===== src/rtl/spi_mem_ctrl.sv =====
// Memory-side responder: turns each MEM_READ/MEM_WRITE request into one 40-bit SPI mode-0 frame
// (cmd, 24-bit address, data) to the flash (addr_sel=PC) or the RAM (addr_sel=MAR).
//   state    | meaning
//   IDLE     | waiting for a request; inputs are latched when one arrives
//   SHIFT    | frame on the wire, CS low, sclk toggling
//   FINISH   | completion cycle of a rejected flash write (done + wr_err)
//   COOLDOWN | one CS-high cycle that swallows the still-asserted request
module spi_mem_ctrl #(
    parameter int ADDR_WIDTH     = 16,
    parameter int DATA_BUS_WIDTH = 8,
    parameter int CLK_DIV        = 1
) (
    input  logic                      clock,
    input  logic                      reset,
    input  logic [1:0]                mem_ctrl_op,
    input  logic                      addr_sel,
    input  logic [ADDR_WIDTH-1:0]     addr,
    input  logic [DATA_BUS_WIDTH-1:0] bus_data_in,
    output logic [DATA_BUS_WIDTH-1:0] mem_data_out,
    output logic                      mem_op_done,
    output logic                      wr_err,
    output logic                      busy,
    output logic                      spi_sclk,
    output logic                      spi_mosi,
    input  logic                      spi_miso,
    output logic                      spi_cs_flash_n,
    output logic                      spi_cs_ram_n
);

    typedef enum logic [1:0] {
        IDLE     = 2'd0,
        SHIFT    = 2'd1,
        FINISH   = 2'd2,
        COOLDOWN = 2'd3
    } state_e;

    localparam logic [1:0] MEM_READ  = 2'b01;
    localparam logic [1:0] MEM_WRITE = 2'b10;

    localparam int             DIV_W      = (CLK_DIV > 1) ? $clog2(CLK_DIV) : 1;
    localparam logic [DIV_W-1:0] DIV_RELOAD = DIV_W'(CLK_DIV - 1);

    state_e                    state_q;
    logic [DIV_W-1:0]          div_cnt_q;
    logic [5:0]                bit_cnt_q;
    logic [38:0]               shreg_q;
    logic [DATA_BUS_WIDTH-1:0] rx_q;
    logic [DATA_BUS_WIDTH-1:0] mem_data_q;
    logic                      is_read_q;
    logic                      done_q;
    logic                      wr_err_q;
    logic                      busy_q;
    logic                      sclk_q;
    logic                      mosi_q;
    logic                      cs_flash_n_q;
    logic                      cs_ram_n_q;
    logic [39:0]               frame_d;

    always_comb begin
        frame_d = {(mem_ctrl_op == MEM_WRITE) ? 8'h02 : 8'h03,
                   24'(addr),
                   (mem_ctrl_op == MEM_WRITE) ? 8'(bus_data_in) : 8'h00};
    end

    always_ff @(posedge clock) begin
        if (reset) begin
            state_q      <= IDLE;
            div_cnt_q    <= '0;
            bit_cnt_q    <= '0;
            shreg_q      <= '0;
            rx_q         <= '0;
            mem_data_q   <= '0;
            is_read_q    <= 1'b0;
            done_q       <= 1'b0;
            wr_err_q     <= 1'b0;
            busy_q       <= 1'b0;
            sclk_q       <= 1'b0;
            mosi_q       <= 1'b0;
            cs_flash_n_q <= 1'b1;
            cs_ram_n_q   <= 1'b1;
        end else begin
            done_q   <= 1'b0;
            wr_err_q <= 1'b0;
            case (state_q)
                IDLE: begin
                    if (mem_ctrl_op == MEM_READ || mem_ctrl_op == MEM_WRITE) begin
                        busy_q    <= 1'b1;
                        is_read_q <= (mem_ctrl_op == MEM_READ);
                        if (mem_ctrl_op == MEM_WRITE && !addr_sel) begin
                            // flash is read-only: reject without touching the bus
                            done_q   <= 1'b1;
                            wr_err_q <= 1'b1;
                            state_q  <= FINISH;
                        end else begin
                            cs_flash_n_q <= addr_sel;
                            cs_ram_n_q   <= ~addr_sel;
                            mosi_q       <= frame_d[39];
                            shreg_q      <= frame_d[38:0];
                            bit_cnt_q    <= 6'd39;
                            div_cnt_q    <= DIV_RELOAD;
                            sclk_q       <= 1'b0;
                            state_q      <= SHIFT;
                        end
                    end
                end
                SHIFT: begin
                    if (div_cnt_q != '0) begin
                        div_cnt_q <= div_cnt_q - 1'b1;
                    end else begin
                        div_cnt_q <= DIV_RELOAD;
                        if (!sclk_q) begin
                            sclk_q <= 1'b1;
                            rx_q   <= {rx_q[DATA_BUS_WIDTH-2:0], spi_miso};
                        end else if (bit_cnt_q == '0) begin
                            sclk_q       <= 1'b0;
                            mosi_q       <= 1'b0;
                            cs_flash_n_q <= 1'b1;
                            cs_ram_n_q   <= 1'b1;
                            done_q       <= 1'b1;
                            if (is_read_q) mem_data_q <= rx_q;
                            state_q      <= COOLDOWN;
                        end else begin
                            sclk_q    <= 1'b0;
                            mosi_q    <= shreg_q[38];
                            shreg_q   <= {shreg_q[37:0], 1'b0};
                            bit_cnt_q <= bit_cnt_q - 1'b1;
                        end
                    end
                end
                FINISH: begin
                    state_q <= COOLDOWN;
                end
                COOLDOWN: begin
                    busy_q  <= 1'b0;
                    state_q <= IDLE;
                end
                default: begin
                    state_q <= IDLE;
                end
            endcase
        end
    end

    assign mem_data_out   = mem_data_q;
    assign mem_op_done    = done_q;
    assign wr_err         = wr_err_q;
    assign busy           = busy_q;
    assign spi_sclk       = sclk_q;
    assign spi_mosi       = mosi_q;
    assign spi_cs_flash_n = cs_flash_n_q;
    assign spi_cs_ram_n   = cs_ram_n_q;

endmodule


===== config.mk =====
export PLATFORM = sky130hd
export DESIGN_NAME = spi_mem_ctrl
export DESIGN_NICKNAME = d
export VERILOG_FILES = /design/src/rtl/spi_mem_ctrl.sv
export SDC_FILE = /design/constraint.sdc
export NUM_CORES = 1
export LEC_CHECK = 0
export ABC_AREA = 1
export CAP_MARGIN = 20
export CORE_MARGIN = 1.5
export CORE_UTILIZATION = 58
export DETAILED_ROUTE_END_ITERATION = 10
export PLACE_DENSITY = 0.93
export SLEW_MARGIN = 20
export SYNTH_ARGS = -nofsm -noshare
export SYNTH_HDL_FRONTEND = slang
export SYNTH_SLANG_ARGS = --single-unit
export TNS_END_PERCENT = 20

===== constraint.sdc =====
create_clock -name clock -period 4.2 [get_ports clock]
set_clock_uncertainty 0.05 [all_clocks]
set_input_delay 1.26 -clock clock [delete_from_list [all_inputs] [get_ports clock]]
set_output_delay 1.26 -clock clock [all_outputs]
set_load 0.05 [all_outputs]

==> results.yml, run 1 <==
synthesis:
  ys_ff_latch: 71
  yosysMostFrequentCell: "nand2_1"
  yosys.area.top_type: "dfxtp_1"
  synth_top_cells_by_count: "108 x nand2_1, 80 x nor2_1, 71 x dfxtp_1"
  syn_inst: 464
  syn_nets: 500
  synthTopCellsByArea: "dfxtp_1 44%, nand2_1 13%, nor2_1 9.3%"
  yosysSeqAreaShare: 0.440
  synthFlopType: "dfxtp_1"
  synth_top_area_share: 0.440
  avgSynthCellArea_sq_um: 6.97
  synth-edff-count: 0
  async_reset_ff_frac: 0
  synth_cell_types: 21
  synth_warnings: 0
  synth_area_sq_um: 3230
sta:
  fin_setup_tns_ns: 0
  final-setup-viol-count: 0
  rsz0062_at_grt: "false"
  slew_headroom: 0.559
  tightest_slew_ns: 0.659
  hold_viol: 0
  period_needed_ns: 3.22
  max_freq_mhz: 310
  min_period_over_period: 0.767
  timing.hold.ws_ns: 0.421
  drv_slew: 0
detailed_routing:
  ant_nets: 0
  drt-initial-drc-count: 243
  via_count: 3007
  drc: 0
  wirelength_mm: 7.29
  wl_per_cell_microns: 12.7
  first_pass_iters: 4
  viasPerCell: 5.23
die:
  start_util: 0.617
  die_w_microns: 77.6
  fp.dieH_microns: 77.6
  core-area_sq_um: 5240
  dieArea_sq_um: 6030
  ios: 45
  rows: 26
global_route:
  grt_usage: 0.262
  grt_start_max_net_pins: 43
  antenna_found_initial: 0
  grt_pass1_vias: 2837
  overflow: 0
  grt_pass1_wl_mm: 12.6
min_path:
  min_path_type: "reg -> reg"
clocking:
  cts_resized: 0
  cts.clk_slew.worst_paths_ns: 0.07
  cts_htree_levels: 3
  numCtsBuffers: 9
  clock_sinks: 71
  clk_latency_ns: 0.34
  postCtsHoldBufs: 0
  cts_tree: "built"
  cts_setup_buffers: 0
  clockBufferDepth: 2
  clock-root-buffer: "clkbuf_8"
place:
  port_buffers: 44
  gp_congestion: 0.837
  hpwlAfterDp_mm: 4.56
setup_path:
  startpoint_type: "primary input"
  arrival_ns: 3.45
  crit_fanout: 27
  worst-setup-path-type: "in -> reg"
  critPathRequiredTime_ns: 4.42
  cp-end-kind: "flip-flop"
power_and_ir_drop:
  power_density_nw_per_um2: 669
  leakage_nw: 1.69
  vdd_drop_max_uv: 328
layout:
  area_delta_synth_final_pct: 21.2
  fin_nets: 536
  fillers: 397
  insertedDiodeCount: 0
  final_layout_size_suffix_gt1_frac: 0.0554
flow_run:
  cap_violations: 0
status:
  status: "completed"
==> routing by layer <==
metal,part of all wire,vias to the layer above,GRT usage
met5,0,-,0
met4,0.019,0,0.144
met3,0.046,13,0.0494
met2,0.51,91,0.439
met1,0.42,1363,0.315
li1,-,1540,-
==> through the flow <==
step                power (mW)  cell area (sq um)  std cells  setup slack, ns   util
floorplan                 1.77               3230        464             1.66      -
global placement          1.92               3690        559            0.748  0.704
detailed placement        1.98               3690        559            0.650  0.704
CTS                       2.62               3920        575            0.984  0.748
global route              2.80               3920        575            0.800  0.748
finish                    2.62               3920        575            0.978  0.748
==> cells by family (layout without fill, tap and decap cells) <==
kind of cell / Yosys count / after routing / share of synthesized area
AND/OR/NAND/NOR: 249 / 249 / 0.319
buffers and inverters: 73 / 114 / 0.0914
flip-flops: 71 / 71 / 0.440
AO/OA/AOI/OAI: 49 / 49 / 0.0770
multiplexers: 16 / 16 / 0.0496
adder cells (fa/ha/maj): 6 / 6 / 0.0232
==> final cells by class <==
class | count | area [sq um] | area share
clock inverter | 5 | 80.1 | 0.0204
sequential | 71 | 1420 | 0.363
tap | 70 | 87.6 | 0.0224
timing repair buffer | 49 | 478 | 0.122
multi-input combinational | 320 | 1520 | 0.387
clock buffer | 11 | 151 | 0.0386
inverter | 49 | 184 | 0.0469
==> worst max-delay path, cell delays in order <==
cell and delay (ns):
clkdlybuf4s50_1 0.48, inv_1 0.05, ha_1 0.29, nand2_1 0.10, nand2_1 0.11, nor2_4 0.16, nand2_2 0.29, inv_2 0.46
nor2_1 0.10, nor2_1 0.15
==> cells in the final DEF, fill, tap and decap left out <==
cell               n
or2_2              1
clkdlybuf4s50_1   44
a21oi_1           29
o21ai_0           16
nand2_2            1
dfxtp_1           71
inv_2              4
bufinv_16          2
inv_1             45
clkinvlp_4         2
mux2i_1           16
buf_4              5
nor3_1             1
ha_1               6
a221oi_1           1
clkbuf_8          11
nand4_1            9
clkinv_2           1
nor2_4             1
nand3_1           48
nor2_1            80
o21ai_1            3
nand2_1          108
==> sequential cells by signal, summed over array words and instances (netlist names) <==
register and flops:
is_read_q 1, mem_data_out 8, wr_err 1, spi_cs_flash_n 1, spi_mosi 1, spi_sclk 1, state_q 2, bit_cnt_q 6
mem_op_done 1, shreg_q 39, rx_q 8, busy 1, spi_cs_ram_n 1
==> where the power goes <==
group	total [mW]	switching, mW	internal (mW)
combinational	1.04	0.699	0.340
sequential	0.959	0.120	0.839
clock	0.622	0.256	0.366
==> final timing paths <==
kind	start	end	slack [ns]	cells after the start
hold reg to reg	shreg_q[36]$_SDFFE_PP0P_	shreg_q[36]$_SDFFE_PP0P_	0.42	2
hold / removal	shreg_q[36]$_SDFFE_PP0P_	shreg_q[36]$_SDFFE_PP0P_	0.42	2
setup / recovery	mem_ctrl_op[0]	shreg_q[9]$_SDFFE_PP0P_	0.98	10
setup reg to reg	state_q[1]$_SDFFE_PP0P_	shreg_q[9]$_SDFFE_PP0P_	1.39	10
Power figures use the tool's default switching activity.
==> inputs of run 2 (changes only) <==
--- a/config.mk
+++ b/config.mk
@@ -8,9 +8,9 @@
 export ABC_AREA = 1
 export CAP_MARGIN = 20
 export CORE_MARGIN = 1.5
-export CORE_UTILIZATION = 58
+export CORE_UTILIZATION = 54
 export DETAILED_ROUTE_END_ITERATION = 10
-export PLACE_DENSITY = 0.93
+export PLACE_DENSITY = 0.88
 export SLEW_MARGIN = 20
 export SYNTH_ARGS = -nofsm -noshare
 export SYNTH_HDL_FRONTEND = slang
==> constraint.sdc (replaced) <==
create_clock -name clock -period 3.25 [get_ports clock]
set_clock_uncertainty 0.05 [all_clocks]
set_input_delay 0.975 -clock clock [delete_from_list [all_inputs] [get_ports clock]]
set_output_delay 0.975 -clock clock [all_outputs]
set_load 0.05 [all_outputs]
==> results.yml, run 2 (same netlist as run 1, synthesis figures left out) <==
clocking:
  clock-root-buffer: "clkbuf_8"
  clk_latency_ns: 0.35
  postCtsHoldBufs: 0
  cts_tree: "built"
  cts_setup_buffers: 0
  cts.clk_slew.worst_paths_ns: 0.07
  clockBufferDepth: 2
  cts_htree_levels: 3
  clock_sinks: 71
  cts_resized: 0
  numCtsBuffers: 9
die:
  die_w_microns: 80.4
  ios: 45
  start_util: 0.573
  core-area_sq_um: 5640
  fp.dieH_microns: 80.4
  dieArea_sq_um: 6460
  rows: 27
sta:
  hold_viol: 0
  rsz0062_at_grt: "false"
  max_freq_mhz: 368
  fin_setup_tns_ns: 0
  slew_headroom: 0.596
  tightest_slew_ns: 0.604
  min_period_over_period: 0.836
  final-setup-viol-count: 0
  drv_slew: 0
  period_needed_ns: 2.72
setup_path:
  critPathMaxStageDelay_ns: 0.48
  crit_fanout: 27
  worst-setup-path-type: "in -> reg"
  r2r_end: "bit_cnt_q[1]$_SDFFE_PP0P_"
  crit_family: "buffers and inverters"
  path_cells: "clkdlybuf4s50_1 > inv_1 > ha_1 > nand2_1 > nand2_1 > nor2_4 > nand2_2 > inv_2 > nor2_1 > nor2_1"
  reg2reg_slack_ns: 0.91
  critPathRequiredTime_ns: 3.49
  arrival_ns: 2.96
  critPathLaunch: "mem_ctrl_op[0]"
  cp-end-kind: "flip-flop"
  startpoint_type: "primary input"
  crit_buf_inv: 3
  timing.rr.start: "state_q[1]$_SDFFE_PP0P_"
  ff2ff_path_depth: 9
  cp_slowest_cell: "clkdlybuf4s50_1"
detailed_routing:
  wirelength_mm: 6.97
  wl_per_cell_microns: 12.0
  ant_nets: 0
  drt-initial-drc-count: 226
  first_pass_iters: 4
  drc: 0
  viasPerCell: 5.18
  via_count: 3008
layout:
  final_layout_size_suffix_gt1_frac: 0.0629
  largest_register: "shreg_q"
  insertedDiodeCount: 0
  multi_input_area_sq_um: 1520
  final_common_cell: "nand2_1"
  largest_reg_flops: 39
  final_cell_mix: "108 x nand2_1, 80 x nor2_1, 71 x dfxtp_1"
  regArea_sq_um: 1420
  area_delta_synth_final_pct: 23.4
  fin_nets: 540
  fillers: 434
global_route:
  grt_usage: 0.233
  grt_pass1_vias: 2728
  grt_start_max_net_pins: 39
  overflow: 0
  grt_pass1_wl_mm: 11.7
  antenna_found_initial: 0
power_and_ir_drop:
  p_int_mw: 2.15
  combPwrFrac: 0.393
  leakage_nw: 1.73
  power_switching_mw: 1.40
  total_power_mw: 3.55
  p_sw_frac: 0.395
  seqPwrFrac: 0.342
  power_density_nw_per_um2: 890
  vdd_drop_max_uv: 554
  pwr-share-clk: 0.265
place:
  hpwlAfterDp_mm: 4.37
  port_buffers: 44
  gp_congestion: 0.842
flow_run:
  cap_violations: 0
min_path:
  min_from: "shreg_q[26]$_SDFFE_PP0P_"
  min_path_type: "reg -> reg"
  holdPathEnd: "shreg_q[26]$_SDFFE_PP0P_"
  hold_depth: 2
status:
  status: "completed"
-- run 2: changes by cell type in the layout (fill, tap and decap cells not counted), sizes merged --
cell      before  now
buf            5    9
bufinv         2    4
clkbuf        11    9
clkinv         1    2
clkinvlp       2    1
-- run 2: area by class of cell --
cell class              count  area share
multi-input cells         320       0.380
flip-flops and latches     71       0.356
repair buffers             53       0.127
inverters                  49      0.0461
clock inverters             7      0.0364
clock buffers               9      0.0311
well taps                  72      0.0226
-- run 2: per-stage QoR --
stage / hold WS (ns) / setup WS [ns] / instances / cell area (sq um) / utilization
final: 0.419 / 0.532 / 581 / 3990 / 0.707
after detailed placement: 0.408 / 0.205 / 565 / 3720 / 0.659
after CTS: 0.420 / 0.532 / 581 / 3990 / 0.707
after global routing: 0.434 / 0.359 / 581 / 3990 / 0.707
after global placement: 0.394 / 0.273 / 565 / 3720 / 0.659
after floorplan: 0.379 / 0.996 / 464 / 3230 / -
-- run 2: worst max path at each step --
stage / cells past startpoint / slack (ns) / endpoint
2_1_floorplan: 10 / 1.0 / bit_cnt_q[0]$_SDFFE_PP0P_
3_3_place_gp: 10 / 0.27 / shreg_q[23]$_SDFFE_PP0P_
3_5_place_dp: 10 / 0.20 / bit_cnt_q[0]$_SDFFE_PP0P_
4_1_cts: 10 / 0.53 / bit_cnt_q[1]$_SDFFE_PP0P_
5_1_grt: 10 / 0.36 / shreg_q[32]$_SDFFE_PP0P_
6_report: 10 / 0.53 / bit_cnt_q[1]$_SDFFE_PP0P_
-- run 2: worst min-delay path, delay by kind of cell (launching register included) --
family,cells,cell delay [ns]
flip-flops,1,0.31
AND/OR/NAND/NOR,1,0.06
AO/OA/AOI/OAI,1,0.05
-- run 2: power by group through the flow --
stage	Sequential, mW	Clock, mW	Combinational [mW]
2_1_floorplan	1.27	0	1.03
3_3_place_gp	1.22	0	1.32
3_5_place_dp	1.23	0	1.37
4_1_cts	1.21	0.943	1.39
5_1_grt	1.24	0.973	1.58
6_report	1.21	0.939	1.39
-- run 2: layer usage --
| metal | wire length [microns] | vias to the layer above | track usage |
|---|---|---|---|
| li1 | - | 1553 | - |
| met3 | 374 | 10 | 0.0568 |
| met1 | 3030 | 1358 | 0.279 |
| met4 | 107 | 0 | 0.100 |
| met2 | 3460 | 87 | 0.395 |
| met5 | 0 | - | 0 |
==> inputs of run 3 (changes only) <==
==> constraint.sdc (replaced) <==
create_clock -name clock -period 2.8 [get_ports clock]
set_clock_uncertainty 0.05 [all_clocks]
set_input_delay 0.84 -clock clock [delete_from_list [all_inputs] [get_ports clock]]
set_output_delay 0.84 -clock clock [all_outputs]
set_load 0.05 [all_outputs]
==> results.yml, run 3 (same netlist as run 1, synthesis figures left out) <==
global_route:
  grt_usage: 0.234
  grt_start_max_net_pins: 53
  antenna_found_initial: 0
  grt_pass1_vias: 2832
  overflow: 0
  grt_pass1_wl_mm: 11.8
sta:
  fin_setup_tns_ns: 0
  slew_headroom: 0.560
  hold_viol: 0
  min_period_over_period: 0.865
  fin_ws_ns: 0.378
  period_needed_ns: 2.42
  rsz0062_at_grt: "false"
  drv_slew: 0
  tightest_slew_ns: 0.657
  max_freq_mhz: 413
  final-setup-viol-count: 0
place:
  port_buffers: 44
  dp_slack_ns: 0.0596
  place_inst: 567
  hpwlAfterDp_mm: 4.46
  gp_congestion: 0.828
layout:
  fin_nets: 542
  largest_register: "shreg_q"
  regArea_sq_um: 1420
  multi_input_area_sq_um: 1520
  instances_no_fill: 583
  fillers: 450
  final_util: 0.705
  final_cell_mix: "108 x nand2_1, 80 x nor2_1, 71 x dfxtp_1"
  largest_reg_flops: 39
  area_delta_synth_final_pct: 23.2
  insertedDiodeCount: 0
  final_common_cell: "nand2_1"
  final_layout_size_suffix_gt1_frac: 0.0646
setup_path:
  crit_fanout: 18
  critPathRequiredTime_ns: 2.99
  cp-end-kind: "flip-flop"
  worst-setup-path-type: "in -> reg"
  arrival_ns: 2.61
  startpoint_type: "primary input"
power_and_ir_drop:
  vdd_drop_max_uv: 474
  p_sw_frac: 0.403
  p_int_mw: 2.36
  seqPwrFrac: 0.355
  combPwrFrac: 0.430
  pwr-share-clk: 0.215
  power_density_nw_per_um2: 995
  leakage_nw: 1.73
  power_switching_mw: 1.60
clocking:
  cts_tree: "built"
  cts_setup_buffers: 0
  postCtsHoldBufs: 0
  cts_htree_levels: 3
  clockBufferDepth: 2
  cts.clk_slew.worst_paths_ns: 0.07
  clock-root-buffer: "clkbuf_8"
  cts_resized: 0
  clk_latency_ns: 0.34
  clock_sinks: 71
  numCtsBuffers: 9
die:
  fp.dieH_microns: 80.4
  dieArea_sq_um: 6460
  start_util: 0.573
  rows: 27
  core-area_sq_um: 5640
  ios: 45
  die_w_microns: 80.4
detailed_routing:
  drt-initial-drc-count: 205
  via_count: 3000
  ant_nets: 0
  drc: 0
  wl_per_cell_microns: 11.8
  viasPerCell: 5.15
  wirelength_mm: 6.86
  first_pass_iters: 4
flow_run:
  cap_violations: 0
status:
  status: "completed"
min_path:
  min_path_type: "reg -> reg"
==> run 3: cell types whose count changed in the layout (fill, tap and decap cells not counted), sizes merged <==
cell,before,now
buf,9,11
bufinv,4,1
clkinvlp,1,0
clkbuf,9,13
==> run 3: path summary, 6_finish.rpt <==
kind	cells after the start	slack, ns	endpoint	from
worst max register to register	11	0.65	shreg_q[3]$_SDFFE_PP0P_	state_q[1]$_SDFFE_PP0P_
worst min-delay path	2	0.41	rx_q[7]$_SDFFE_PP0P_	rx_q[7]$_SDFFE_PP0P_
worst max-delay path	10	0.38	shreg_q[3]$_SDFFE_PP0P_	mem_ctrl_op[0]
worst min register to register	2	0.41	rx_q[7]$_SDFFE_PP0P_	rx_q[7]$_SDFFE_PP0P_
==> run 3: per-stage QoR <==
step	power (mW)	hold slack, ns	area, sq um
3_5_place_dp	3.11	0.400	3770
2_1_floorplan	2.66	0.379	3230
4_1_cts	3.97	0.411	3980
3_3_place_gp	3.04	0.389	3770
6_report	3.96	0.410	3980
5_1_grt	4.25	0.434	3980
==> run 3: per-layer routing <==
metal	up-vias	GRT usage	wire length [microns]
li1	1556	-	-
met1	1371	0.263	3000
met2	60	0.423	3440
met3	13	0.0568	321
met4	0	0.0879	106
met5	-	0	0
==> run 3: power by group through the flow <==
stage	registers (mW)	logic (mW)	clock network, mW
floorplan	1.47	1.19	0
detailed placement	1.43	1.68	0
global placement	1.41	1.62	0
CTS	1.40	1.70	0.867
global route	1.44	1.91	0.904
finish	1.41	1.70	0.850
==> run 3: area by class of cell <==
class / count / share of cell area
multi-input cells: 320 / 0.381
flip-flops and latches: 71 / 0.357
repair buffers: 55 / 0.141
inverters: 49 / 0.0462
clock buffers: 13 / 0.0424
well taps: 72 / 0.0226
clock inverters: 3 / 0.0101
==> run 3: worst max-delay path, stage by stage <==
cell and delay, ns:
clkdlybuf4s50_1 0.49, inv_1 0.05, ha_1 0.29, nand2_1 0.11, nand2_1 0.13, nor2_4 0.19
nand2_2 0.09, buf_4 0.20, o21ai_0 0.16, nor2_1 0.06
